$ cat src/rtl/mem_access_pkg.sv
// Shared definitions for the memory-access stage: widths, memory-op and
// FSM encodings, the default bus timeout, and small decode helpers.
package mem_access_pkg;

  localparam int REG_ADDR_WIDTH  = 5;
  localparam int REG_DATA_WIDTH  = 32;
  localparam int DEFAULT_TIMEOUT = 255;

  typedef enum logic [3:0] {
    OP_NONE = 4'd0,
    OP_LB   = 4'd1,
    OP_LBU  = 4'd2,
    OP_LH   = 4'd3,
    OP_LHU  = 4'd4,
    OP_LW   = 4'd5,
    OP_SB   = 4'd6,
    OP_SH   = 4'd7,
    OP_SW   = 4'd8
  } mem_op_e;

  typedef enum logic [1:0] {
    ST_IDLE = 2'd0,
    ST_BUSY = 2'd1,
    ST_DONE = 2'd2
  } state_e;

  function automatic logic op_is_load(input logic [3:0] op);
    return (op == OP_LB) || (op == OP_LBU) || (op == OP_LH) ||
           (op == OP_LHU) || (op == OP_LW);
  endfunction

  function automatic logic op_is_store(input logic [3:0] op);
    return (op == OP_SB) || (op == OP_SH) || (op == OP_SW);
  endfunction

  // Halfword ops need an even address, word ops a multiple of four.
  function automatic logic op_misaligned(input logic [3:0] op, input logic [1:0] off);
    case (op)
      OP_LH, OP_LHU, OP_SH: return off[0];
      OP_LW, OP_SW:         return |off;
      default:              return 1'b0;
    endcase
  endfunction

  // Little-endian byte enables; loads always fetch the whole word.
  function automatic logic [3:0] lane_be(input logic [3:0] op, input logic [1:0] off);
    case (op)
      OP_SB:   return 4'b0001 << off;
      OP_SH:   return off[1] ? 4'b1100 : 4'b0011;
      OP_SW:   return 4'b1111;
      OP_LB, OP_LBU, OP_LH, OP_LHU, OP_LW: return 4'b1111;
      default: return 4'b0000;
    endcase
  endfunction

  // Narrow store data is replicated so every enabled lane sees it.
  function automatic logic [31:0] store_wdata(input logic [3:0] op, input logic [31:0] data);
    case (op)
      OP_SB:   return {4{data[7:0]}};
      OP_SH:   return {2{data[15:0]}};
      OP_SW:   return data;
      default: return 32'd0;
    endcase
  endfunction

endpackage

$ cat src/rtl/load_ext.sv
// Load-data lane selection and sign/zero extension for a returned bus word.
module load_ext
  import mem_access_pkg::*;
(
  input  logic [3:0]  op,
  input  logic [1:0]  addr,
  input  logic [31:0] rdata,
  output logic [31:0] result
);

  logic [7:0]  byte_lane;
  logic [15:0] half_lane;

  // Pick the addressed byte/halfword and extend it according to the op.
  always_comb begin
    byte_lane = 8'(rdata >> {addr, 3'b000});
    half_lane = addr[1] ? rdata[31:16] : rdata[15:0];
    result    = rdata;
    case (op)
      OP_LB:   result = {{24{byte_lane[7]}}, byte_lane};
      OP_LBU:  result = {24'd0, byte_lane};
      OP_LH:   result = {{16{half_lane[15]}}, half_lane};
      OP_LHU:  result = {16'd0, half_lane};
      default: result = rdata;
    endcase
  end

endmodule

$ cat src/rtl/mem_access.sv
// MEM pipeline stage: passes non-memory results through, and runs loads and
// stores on a simple req/ack bus with a stall, misalignment check and timeout.
module mem_access
  import mem_access_pkg::*;
#(
  parameter int TIMEOUT = DEFAULT_TIMEOUT
) (
  input  logic                      clk,
  input  logic                      rst_n,
  input  logic [REG_ADDR_WIDTH-1:0] w_reg_addr_in,
  input  logic [REG_DATA_WIDTH-1:0] w_reg_data_in,
  input  logic                      w_reg_en_in,
  input  logic [3:0]                mem_op_in,
  input  logic [31:0]               store_data_in,
  output logic                      bus_req,
  output logic                      bus_we,
  output logic [31:0]               bus_addr,
  output logic [3:0]                bus_be,
  output logic [31:0]               bus_wdata,
  input  logic                      bus_ack,
  input  logic [31:0]               bus_rdata,
  output logic [REG_ADDR_WIDTH-1:0] w_reg_addr_out,
  output logic [REG_DATA_WIDTH-1:0] w_reg_data_out,
  output logic                      w_reg_en_out,
  output logic                      stall_req,
  output logic                      misalign_exc,
  output logic                      bus_err_exc
);

  localparam int CNT_W = (TIMEOUT < 2) ? 1 : $clog2(TIMEOUT + 1);

  state_e             state_q;
  state_e             state_d;
  logic [CNT_W-1:0]   cnt_q;
  logic [3:0]         op_q;
  logic [1:0]         off_q;
  logic [31:0]        rdata_q;
  logic               err_q;
  logic [31:0]        load_val;
  logic [1:0]         off;
  logic               is_mem;
  logic               misaligned;
  logic               start;
  logic               timeout;

  assign off        = w_reg_data_in[1:0];
  assign is_mem     = op_is_load(mem_op_in) || op_is_store(mem_op_in);
  assign misaligned = op_misaligned(mem_op_in, off);
  // Last BUSY cycle that may still wait for an ack.
  assign timeout    = (cnt_q == CNT_W'(TIMEOUT - 1));

  assign w_reg_addr_out = w_reg_addr_in;
  assign bus_err_exc    = err_q;

  // The op and offset are latched at issue so the returned word is decoded
  // against the access actually on the bus.
  load_ext u_load_ext (
    .op     (op_q),
    .addr   (off_q),
    .rdata  (bus_rdata),
    .result (load_val)
  );

  // State register.
  // NOTE: sequential state uses non-blocking (<=) so every flop samples pre-edge values.
  always_ff @(posedge clk or negedge rst_n) begin
    if (!rst_n) state_q <= ST_IDLE;
    else        state_q <= state_d;
  end

  // Next-state decode plus the combinational stall/exception/writeback outputs.
  // NOTE: every output gets a default first so no path can infer a latch.
  always_comb begin
    state_d        = state_q;
    start          = 1'b0;
    stall_req      = 1'b0;
    misalign_exc   = 1'b0;
    w_reg_data_out = w_reg_data_in;
    w_reg_en_out   = w_reg_en_in;
    case (state_q)
      ST_IDLE: begin
        if (is_mem) begin
          w_reg_en_out = 1'b0;
          if (misaligned) begin
            misalign_exc = 1'b1;
          end else begin
            stall_req = 1'b1;
            start     = 1'b1;
            state_d   = ST_BUSY;
          end
        end
      end
      ST_BUSY: begin
        stall_req    = 1'b1;
        w_reg_en_out = 1'b0;
        if (bus_ack || timeout) state_d = ST_DONE;
      end
      ST_DONE: begin
        state_d = ST_IDLE;
        if (op_is_load(op_q) && !err_q) w_reg_data_out = rdata_q;
        else                            w_reg_en_out   = 1'b0;
      end
      default: state_d = ST_IDLE;
    endcase
  end

  // Bus request registers, timeout counter, captured load data and error flag.
  // NOTE: the captured data register is reset too, so nothing from an aborted access survives.
  always_ff @(posedge clk or negedge rst_n) begin
    if (!rst_n) begin
      bus_req   <= 1'b0;
      bus_we    <= 1'b0;
      bus_addr  <= '0;
      bus_be    <= '0;
      bus_wdata <= '0;
      cnt_q     <= '0;
      op_q      <= '0;
      off_q     <= '0;
      rdata_q   <= '0;
      err_q     <= 1'b0;
    end else begin
      case (state_q)
        ST_IDLE: begin
          if (start) begin
            bus_req   <= 1'b1;
            bus_we    <= op_is_store(mem_op_in);
            bus_addr  <= {w_reg_data_in[31:2], 2'b00};
            bus_be    <= lane_be(mem_op_in, off);
            bus_wdata <= store_wdata(mem_op_in, store_data_in);
            op_q      <= mem_op_in;
            off_q     <= off;
            cnt_q     <= '0;
          end
        end
        ST_BUSY: begin
          if (bus_ack) begin
            bus_req <= 1'b0;
            bus_we  <= 1'b0;
            rdata_q <= load_val;
          end else if (timeout) begin
            bus_req <= 1'b0;
            bus_we  <= 1'b0;
            err_q   <= 1'b1;
          end else begin
            cnt_q <= cnt_q + 1'b1;
          end
        end
        ST_DONE: err_q <= 1'b0;
        default: ;
      endcase
    end
  end

endmodule
$ cat config.mk
export PLATFORM = sky130hd
export DESIGN_NAME = mem_access
export DESIGN_NICKNAME = d
export VERILOG_FILES = /design/src/rtl/mem_access_pkg.sv /design/src/rtl/load_ext.sv /design/src/rtl/mem_access.sv
export SDC_FILE = /design/constraint.sdc
export NUM_CORES = 1
export LEC_CHECK = 0
export BUFFER_PORTS_ARGS = -buffer_cell sky130_fd_sc_hd__buf_2
export CAP_MARGIN = 5
export CORE_MARGIN = 3
export CORE_UTILIZATION = 25
export DETAILED_ROUTE_END_ITERATION = 10
export GPL_ROUTABILITY_DRIVEN = 0
export PLACE_DENSITY = 0.46
export SLEW_MARGIN = 10
export SYNTH_ARGS = -nofsm -noshare
export SYNTH_HDL_FRONTEND = slang
export SYNTH_HIERARCHICAL = 1
export SYNTH_SLANG_ARGS = --single-unit
$ cat constraint.sdc
create_clock -name clk -period 1.8 [get_ports clk]
set_input_delay 0.18 -clock clk [delete_from_list [all_inputs] [get_ports clk]]
set_output_delay 0.18 -clock clk [all_outputs]
set_load 0.1 [all_outputs]
# Word-level counts from Yosys, hierarchy flattened
# Cells that the tools add are included.
[totals]
register_bits = 117
out_inout_bits = 111
input_bits = 109
elab_cells = 100
[op_classes]
reduce_logical = 27
n_shift = 2
eq_ne = 24
add_sub_neg = 1
n_mux = 35
[ops]
columns = ["cell", "count"]
rows = [
  ["$pmux W32 S4", 1],
  ["$pmux W32 S3", 1],
  ["$mux W32", 2],
  ["$shr A32 B5 Y8", 1],
  ["$eq A4 B3 Y1 const B", 6],
  ["$mux W8", 3],
  ["$eq A4 B2 Y1 const B", 4],
  ["$mux W16", 1],
  ["$pmux W8 S2", 1],
  ["$mux W1", 14],
  ["$ne A2 B2 Y1 const B", 7],
  ["$logic_or A1 B1 Y1", 12],
  ["$pmux W4 S3", 1],
  ["$pmux W1 S2", 5],
  ["$reduce_and A3 Y1", 3],
  ["$add A8 B1 Y8 const B", 1],
  ["$eq A4 B1 Y1 const B", 2],
  ["$eq A8 B8 Y1 const B", 1],
  ["$mux W2", 3],
  ["$reduce_or A6 Y1", 1],
  ["$eq A4 B4 Y1 const B", 1],
  ["$mux W4", 1],
  ["$pmux W2 S2", 1],
  ["$reduce_and A2 Y1", 2],
  ["other kinds (12)", 14],
]

# Longest topological paths before layout
# Gate-level depths: netlist (run 1).
[depth]
ltp_word = 10
ltp_mapped = 8
depth_no_buf = 6

# Modules after synthesis
# Netlist (run 1), hierarchy kept.
[by_module_without_submodules]
columns = ["module", "instances", "area_each_um2", "seq_area_each_um2", "cells_each"]
rows = [
  ["mem_access", 1, 5625.4, 2927.8, 415],
  ["load_ext", 1, 708.2, 0.0, 84],
]

# Worst setup path before layout (run 1)
# Ideal clock, no wire load.
[synth_path]
kind = "register to output"
from = "register err_q, in the netlist bus_err_exc"
to = "output w_reg_en_out"
required_ps = 1620
arrival_time_ps = 3071
path_slack_ps = -1451
stages_incl_launch_ff = 5
n_path_buf = 1
path_cell_list = "dfrtp_1 nor4b_1 nand2_1 buf_1 a31oi_1"
[synth_via]
elab_chain_cells = 4
[synth_rtl]
columns = ["element", "line", "text"]
rows = [
  ["start, declared", "mem_access.sv:38", "logic err_q;"],
  ["start signal, assigned", "mem_access.sv:120", "err_q <= 1'b0;"],
  ["start signal, assigned", "mem_access.sv:143", "err_q <= 1'b1;"],
  ["start signal, assigned", "mem_access.sv:148", "ST_DONE: err_q <= 1'b0;"],
  ["$logic_not A1 Y1", "mem_access.sv:100", "if (op_is_load(op_q) && !err_q) w_reg_data_out = rdata_q;"],
  ["$logic_and A1 B1 Y1", "mem_access.sv:100", ""],
  ["$mux W1", "mem_access.sv:100", ""],
  ["$pmux W1 S3", "mem_access.sv:80", "case (state_q)"],
  ["end, declared", "mem_access.sv:24", "output logic w_reg_en_out,"],
]
# Every way passes these cells.

# Final worst setup path (run 1)
[layout_path]
from = "register err_q, in the netlist bus_err_exc"
to = "output w_reg_data_out[9]"
[layout_via]
elab_chain_cells = 4
[layout_rtl]
columns = ["element", "line", "text"]
rows = [
  ["$logic_not A1 Y1", "mem_access.sv:100", ""],
  ["$logic_and A1 B1 Y1", "mem_access.sv:100", ""],
  ["$mux W32", "mem_access.sv:100", ""],
  ["$mux W32", "mem_access.sv:80", ""],
  ["end, declared", "mem_access.sv:23", "output logic [REG_DATA_WIDTH-1:0] w_reg_data_out,"],
]
# Every way passes these cells.

==> summary.md, run 1 <==
| Metric | Value |
|---|---|
| Syn-to-layout area delta | `61.4%` |
| Most used cell, CP | `buf_12` |
| Synth Register Bits | `117` |
| Most common cell in the netlist | `dfrtp_1` |
| Crit end category | `primary output` |
| GRT Max-Usage Layer | `met2` |
| Max cap viols | `0` |
| PortBufs | `207` |
| TritonCTS clock tree | `done` |
| Area post-placement | `8760 um^2` |
| DRT Pass-1 Iters | `4` |
| Synth top area cells | `dfrtp_1 (46%), mux2_2 (15%), mux2_4 (7.8%)` |
| Final WL | `22800 um` |
| Root Buffer | `clkbuf_16` |
| Gr usage total | `16.4%` |
| Syn Inst Count | `499` |
| Vias in the first global route | `5664` |
| Most instantiated cells after synthesis | `dfrtp_1 (117), mux2_2 (85), a22o_1 (40), mux2_4 (33), o21ai_0 (22)` |
| Worst hold path type | `in -> reg` |
| Sequential area share after synthesis | `46.2%` |
| Hold path depth | `2` |
| Die H | `165 um` |
| Setup ws final | `-418 ps` |
| CORE AREA | `24600 um^2` |
| CP max-delay cell | `dfrtp_4` |
| Top_reg_cell synth | `dfrtp_1` |
| Avg WL per Cell | `20.1 um` |
| Synth Warn # | `6` |
| CP Cell Sequence | `nor4b_4 -> nand2_4 -> buf_12 -> mux2_4 -> buf_12` |
| Routed via count | `5475` |
| CTS buffer count | `17` |
| Clock slew seen by the registers of the worst setup and hold paths | `60 ps` |
| Final worst path period share | `123%` |
| Cell variety after synth | `58` |
| Pwr/cell area | `2060 nW/um^2` |
| Fmax | `0.451 GHz` |
| Synth top area share | `46.2%` |
| Async SR Flop Fraction | `100%` |
| Detail Route Antenna Nets | `0` |
| WP data arrival | `2040 ps` |
| Non-filler cells, final | `1132` |
| Avg Cell Area, Syn | `12.7 um^2` |
| Die ar. | `27300 um^2` |
| Max-slew headroom | `58.1%` |
| Starting density of the core | `25.7%` |
| Outcome | `complete, but fails checks` |
| Num Clock Sinks | `117` |
| Final setup vio count | `140` |
| Post-DP HPWL | `16100 um` |
| Slew Viols, Final | `0` |
| Kind of critical path | `reg -> out` |
| RSZ-0062 raised after global routing | `true` |
| Max clock buf depth | `2` |
| Global-route wire length before repair | `33900 um` |
| Worst-margin pin slew | `625 ps` |
| Worst-case clock skew | `12.7 ps` |
| Die Span X | `165 um` |
| Post-synth EDFFs | `0` |
| Leak | `5.13 nW` |
| Mapped cell area | `6330 um^2` |
| VDD IR max | `0.00145 V` |
| Leading area contributor after synthesis | `dfrtp_1` |
| Clock latency on the worst-skew pair | `420 ps` |
| Final instance area | `10200 um^2` |
| Via/cell ratio | `4.84` |
| Crit-path max FO | `19` |
| Tmin final | `2220 ps` |
| Startpoint types | `flip-flop` |
| Initial DRC Count | `239` |
| GR Util met2 | `25.8%` |
| Initial antenna violation count | `3` |
| Placed insts | `1047` |
| Largest net degree at the start of global routing | `41` |
| Met1 usage | `21.5%` |
| Met3 usage | `5.49%` |
| Share of cells above drive strength 1 | `61.2%` |
| Final net count | `904` |
| Drt drc | `0` |
| Util after Layout | `41.6%` |
| # IOs | `220` |
| Final hold vios | `0` |
| Reg2Reg Depth | `6` |
| Failing checks | `setup timing` |
| Total global routing overflow | `0` |
| Worst path max stage delay | `480 ps` |
| H-tree depth | `4` |
| Row cnt | `57` |
| WP data required | `1620 ps` |
==> power by group <==
group	internal [mW]	switching, mW	total [mW]
registers	3.71	0.729	4.44
logic	4.63	8.27	12.9
clock network	2.33	1.39	3.72
total	10.7	10.4	21.1
==> what timing repair did <==
item | CTS | global route
gates resized for setup | 38 | 24
setup endpoints to repair | 109 | 142
hold endpoints to repair | 37 | 0
setup buffers | 14 | 14
hold buffers | 14 | 0
pin swaps | 10 | 10
gates cloned | 10 | 0
==> layer usage <==
layer	wire length [um]	up-vias
met5	13	-
met4	345	2
met3	2070	26
met2	10200	252
met1	10100	2708
li1	-	2487
==> flip-flops by register name (all words and copies together), names as in the netlist <==
register and count:
bus_addr 30, bus_be 4, bus_err_exc 1, bus_req 1
bus_wdata 32, bus_we 1, cnt_q 8, off_q 2
op_q 4, rdata_q 32, state_q 2
==> path summary, 6_finish.rpt <==
check	startpoint	endpoint	slack, ps
worst max register to register	op_q[0]$_DFFE_PN0P_	rdata_q[9]$_DFFE_PN0P_	-270
worst min-delay path	w_reg_data_in[10]	bus_addr[10]$_DFFE_PN0P_	20
min in group asynchronous	rst_n	bus_addr[16]$_DFFE_PN0P_	230
worst min register to register	bus_req$_DFFE_PN0P_	bus_req$_DFFE_PN0P_	480
worst max-delay path	bus_err_exc$_DFFE_PN0P_	w_reg_data_out[9]	-420
max in group asynchronous	rst_n	cnt_q[6]$_DFFE_PN0P_	950
==> critical path: cells and delay by family (launching register included) <==
family                 cells  cell delay (ps)
buffers and inverters      2              370
and+or+nand+nor            2              420
muxes                      1              320
DFF                        1              480
==> layout make-up <==
class                           count  area (um^2)
Antenna cell                        2         5.00
Inverter                            8         30.0
Clock buffer                       18          429
Multi-Input combinational cell    331         3410
Timing Repair Buffer              318         2810
Clock inverter                     14          200
Fill cell                        2322        14400
Tap cell                          324          405
Sequential cell                   117         2940
==> kinds of logic after synthesis <==
kind of cell / after synthesis / synth area share (%)
multiplexers: 136 / 26.0
AO/OA/AOI/OAI: 127 / 16.1
flip-flops: 117 / 46.2
AND/OR/NAND/NOR: 59 / 5.63
buffers and inverters: 53 / 5.10
XOR/XNOR: 4 / 0.553
adder cells (fa/ha/maj): 2 / 0.395
other: 1 / 0.0592
==> layout by cell type (no fill, tap or decap), drive strengths merged, types with 3 or more instances in the layout <==
master	synthesis	routed
dfrtp	117	117
xor2	3	3
mux2	118	118
bufinv	0	4
o31ai	4	4
a221o	8	8
or3	3	4
clkinv	0	8
a22o	40	40
inv	8	10
a31oi	3	3
or4	3	3
a21oi	6	6
a211o	3	3
a311o	3	3
buf	38	304
a21o	18	18
mux2i	17	17
dlygate4sd3	0	14
clkbuf	7	18
nand2	16	16
o21ai	22	22
nand3	3	3
a32oi	7	7
nor3	5	5
nor2	10	10
nor4b	3	3
nor2b	3	3
==> per-stage QoR <==
| step | total power [mW] | setup WS (ps) | setup TNS (ps) | hold slack, ps |
|---|---|---|---|---|
| after detailed placement | 15.9 | -133 | -9210 | 146 |
| final | 21.1 | -418 | -29560 | 17.0 |
| after CTS | 20.9 | -473 | -24950 | 2.05 |
| after global routing | 21.9 | -503 | -36600 | 2.31 |
| after floorplan | 13.3 | -197 | -2210 | -116 |
| after global placement | 15.8 | -97.8 | -6110 | 146 |
No activity file was read; power rests on OpenSTA's default activity.
==> run 2: changes to the inputs <==
--- a/config.mk
+++ b/config.mk
@@ -11,7 +11,7 @@
 export CORE_UTILIZATION = 25
 export DETAILED_ROUTE_END_ITERATION = 10
 export GPL_ROUTABILITY_DRIVEN = 0
-export PLACE_DENSITY = 0.46
+export PLACE_DENSITY = 0.45
 export SLEW_MARGIN = 10
 export SYNTH_ARGS = -nofsm -noshare
 export SYNTH_HDL_FRONTEND = slang
==> constraint.sdc (replaced) <==
create_clock -name clk -period 2.5 [get_ports clk]
set_input_delay 0.25 -clock clk [delete_from_list [all_inputs] [get_ports clk]]
set_output_delay 0.25 -clock clk [all_outputs]
set_load 0.1 [all_outputs]
==> summary.md, run 2 (synthesis results as in run 1) <==
| Metric | Value |
|---|---|
| Final setup vio count | `0` |
| Max cap viols | `0` |
| Num Clock Sinks | `117` |
| CP delay by family, top | `flip-flops` |
| Detail Route Antenna Nets | `0` |
| VDD IR max | `0.000780 V` |
| Kind of critical path | `reg -> out` |
| Most used cell, CP | `buf_12` |
| Drt drc | `0` |
| Clock latency on the worst-skew pair | `410 ps` |
| Tmin final | `2390 ps` |
| # IOs | `220` |
| Area post-placement | `8230 um^2` |
| Area occupied by registers | `2930 um^2` |
| DRT Pass-1 Iters | `4` |
| Final net count | `817` |
| CTS buffer count | `17` |
| Final instance area | `8950 um^2` |
| Crit end category | `primary output` |
| Most common cell after layout, fill and taps aside | `buf_2` |
| Clock power share | `19.2%` |
| Crit-path max FO | `15` |
| Leak | `4.38 nW` |
| Initial DRC Count | `245` |
| Buf/Inv on CP | `3` |
| Placed insts | `1005` |
| Starting density of the core | `25.7%` |
| CP max-delay cell | `dfrtp_1` |
| Routed met2 length | `9300 um` |
| DR WL met3 | `1560 um` |
| Worst-margin pin slew | `748 ps` |
| Worst path max stage delay | `490 ps` |
| Avg WL per Cell | `19.4 um` |
| CORE AREA | `24600 um^2` |
| Post-DP HPWL | `15000 um` |
| Vias in the first global route | `5231` |
| Worst hold path type | `in -> reg` |
| CP Cell Sequence | `nor4b_4 -> nand2_2 -> buf_4 -> buf_12 -> mux2_2 -> buf_12` |
| Worst-case clock skew | `10.9 ps` |
| Final hold vios | `0` |
| Register share of total power | `23.9%` |
| Final WL | `20300 um` |
| TritonCTS clock tree | `done` |
| Outcome | `completed` |
| Max-slew headroom | `50.0%` |
| Share of cells above drive strength 1 | `56.5%` |
| Total global routing overflow | `0` |
| Die ar. | `27300 um^2` |
| WP data arrival | `2140 ps` |
| Comb power frac | `56.9%` |
| Multi-input gate area | `3140 um^2` |
| Clock slew seen by the registers of the worst setup and hold paths | `60 ps` |
| Root Buffer | `clkbuf_16` |
| Gr usage total | `14.7%` |
| WP data required | `2250 ps` |
| Via/cell ratio | `4.81` |
| Routed via count | `5025` |
| Largest registers | `bus_wdata (32), rdata_q (32), bus_addr (30)` |
| Startpoint types | `flip-flop` |
| Met1 wire length | `9240 um` |
| Switching power | `6.97 mW` |
| Syn-to-layout area delta | `41.4%` |
| Row cnt | `57` |
| Final worst path period share | `95.8%` |
| Largest net degree at the start of global routing | `55` |
| Max clock buf depth | `2` |
| PortBufs | `207` |
| Non-filler cells, final | `1044` |
| Sw Ratio | `51.4%` |
| Slew Viols, Final | `0` |
| Power Internal | `6.59 mW` |
| DR top layer | `met5` |
| Die Span X | `165 um` |
| Fillcell total | `2416` |
| Die H | `165 um` |
| Initial antenna violation count | `1` |
| Most frequent cells in the layout | `buf_2 (171), dfrtp_1 (114), mux2_2 (85), a22o_1 (40), buf_12 (38)` |
| Global-route wire length before repair | `30800 um` |
| Fmax | `0.418 GHz` |
| Pwr/cell area | `1510 nW/um^2` |
| H-tree depth | `4` |
[run 2: cell type report]
type | instances | area share (%)
diodes | 1 | 0.0279
multi-input cells | 330 | 35.1
clock buffers | 19 | 5.06
flip-flops and latches | 117 | 32.7
clock inverters | 13 | 1.93
inverters | 8 | 0.335
repair buffers | 232 | 20.3
well taps | 324 | 4.53
[run 2: power by group through the flow]
stage | combinational, mW | clock, mW | sequential [mW]
floorplan | 3.20 | 0 | 6.15
global placement | 7.62 | 0 | 3.23
detailed placement | 7.67 | 0 | 3.27
CTS | 7.73 | 2.67 | 3.25
global route | 8.06 | 2.75 | 3.35
finish | 7.72 | 2.60 | 3.24
[run 2: metal layers]
metal,vias up,GRT usage [%]
met2,192,23.2
met1,2513,19.7
met3,14,4.46
met4,2,3.58
li1,2304,-
met5,-,0
[run 2: worst register-to-register path, stage by stage (launching register included)]
cell,delay (ps)
dfrtp_1,450
o21a_1,220
or3_1,620
buf_4,320
a21o_1,200
mux2_2,250
[run 2: worst paths after layout]
kind | to | depth (start not counted) | start | slack, ps
worst max-delay path | w_reg_data_out[25] | 6 | op_q[3]$_DFFE_PN0P_ | 110
worst min-delay path | bus_addr[7]$_DFFE_PN0P_ | 2 | w_reg_data_in[7] | 80
worst max register to register | rdata_q[22]$_DFFE_PN0P_ | 5 | op_q[1]$_DFFE_PN0P_ | 320
worst min register to register | bus_req$_DFFE_PN0P_ | 1 | bus_req$_DFFE_PN0P_ | 490
max in group asynchronous | bus_wdata[12]$_DFFE_PN0P_ | 3 | rst_n | 1550
min in group asynchronous | bus_addr[17]$_DFFE_PN0P_ | 2 | rst_n | 300
[run 2: repair_timing]
action	in CTS	in global routing
hold buffers	1	0
resized for setup	1	6
gates cloned	1	0
setup buffers	2	2
pin swaps	1	0
setup endpoints to repair	30	31
endpoints found under the hold margin	22	0
[run 2: per-stage QoR]
stage | util, % | hold slack [ps] | power [mW] | worst slack [ps] | TNS (ps)
after floorplan | - | -45.6 | 9.35 | 38.8 | 0
after global placement | 33.4 | 197 | 10.9 | 369 | 0
after detailed placement | 33.4 | 202 | 10.9 | 309 | 0
after CTS | 36.2 | 53.2 | 13.6 | 10.7 | 0
after global routing | 36.4 | 56.8 | 14.2 | -2.51 | -3.79
final | 36.4 | 80.5 | 13.6 | 105 | 0
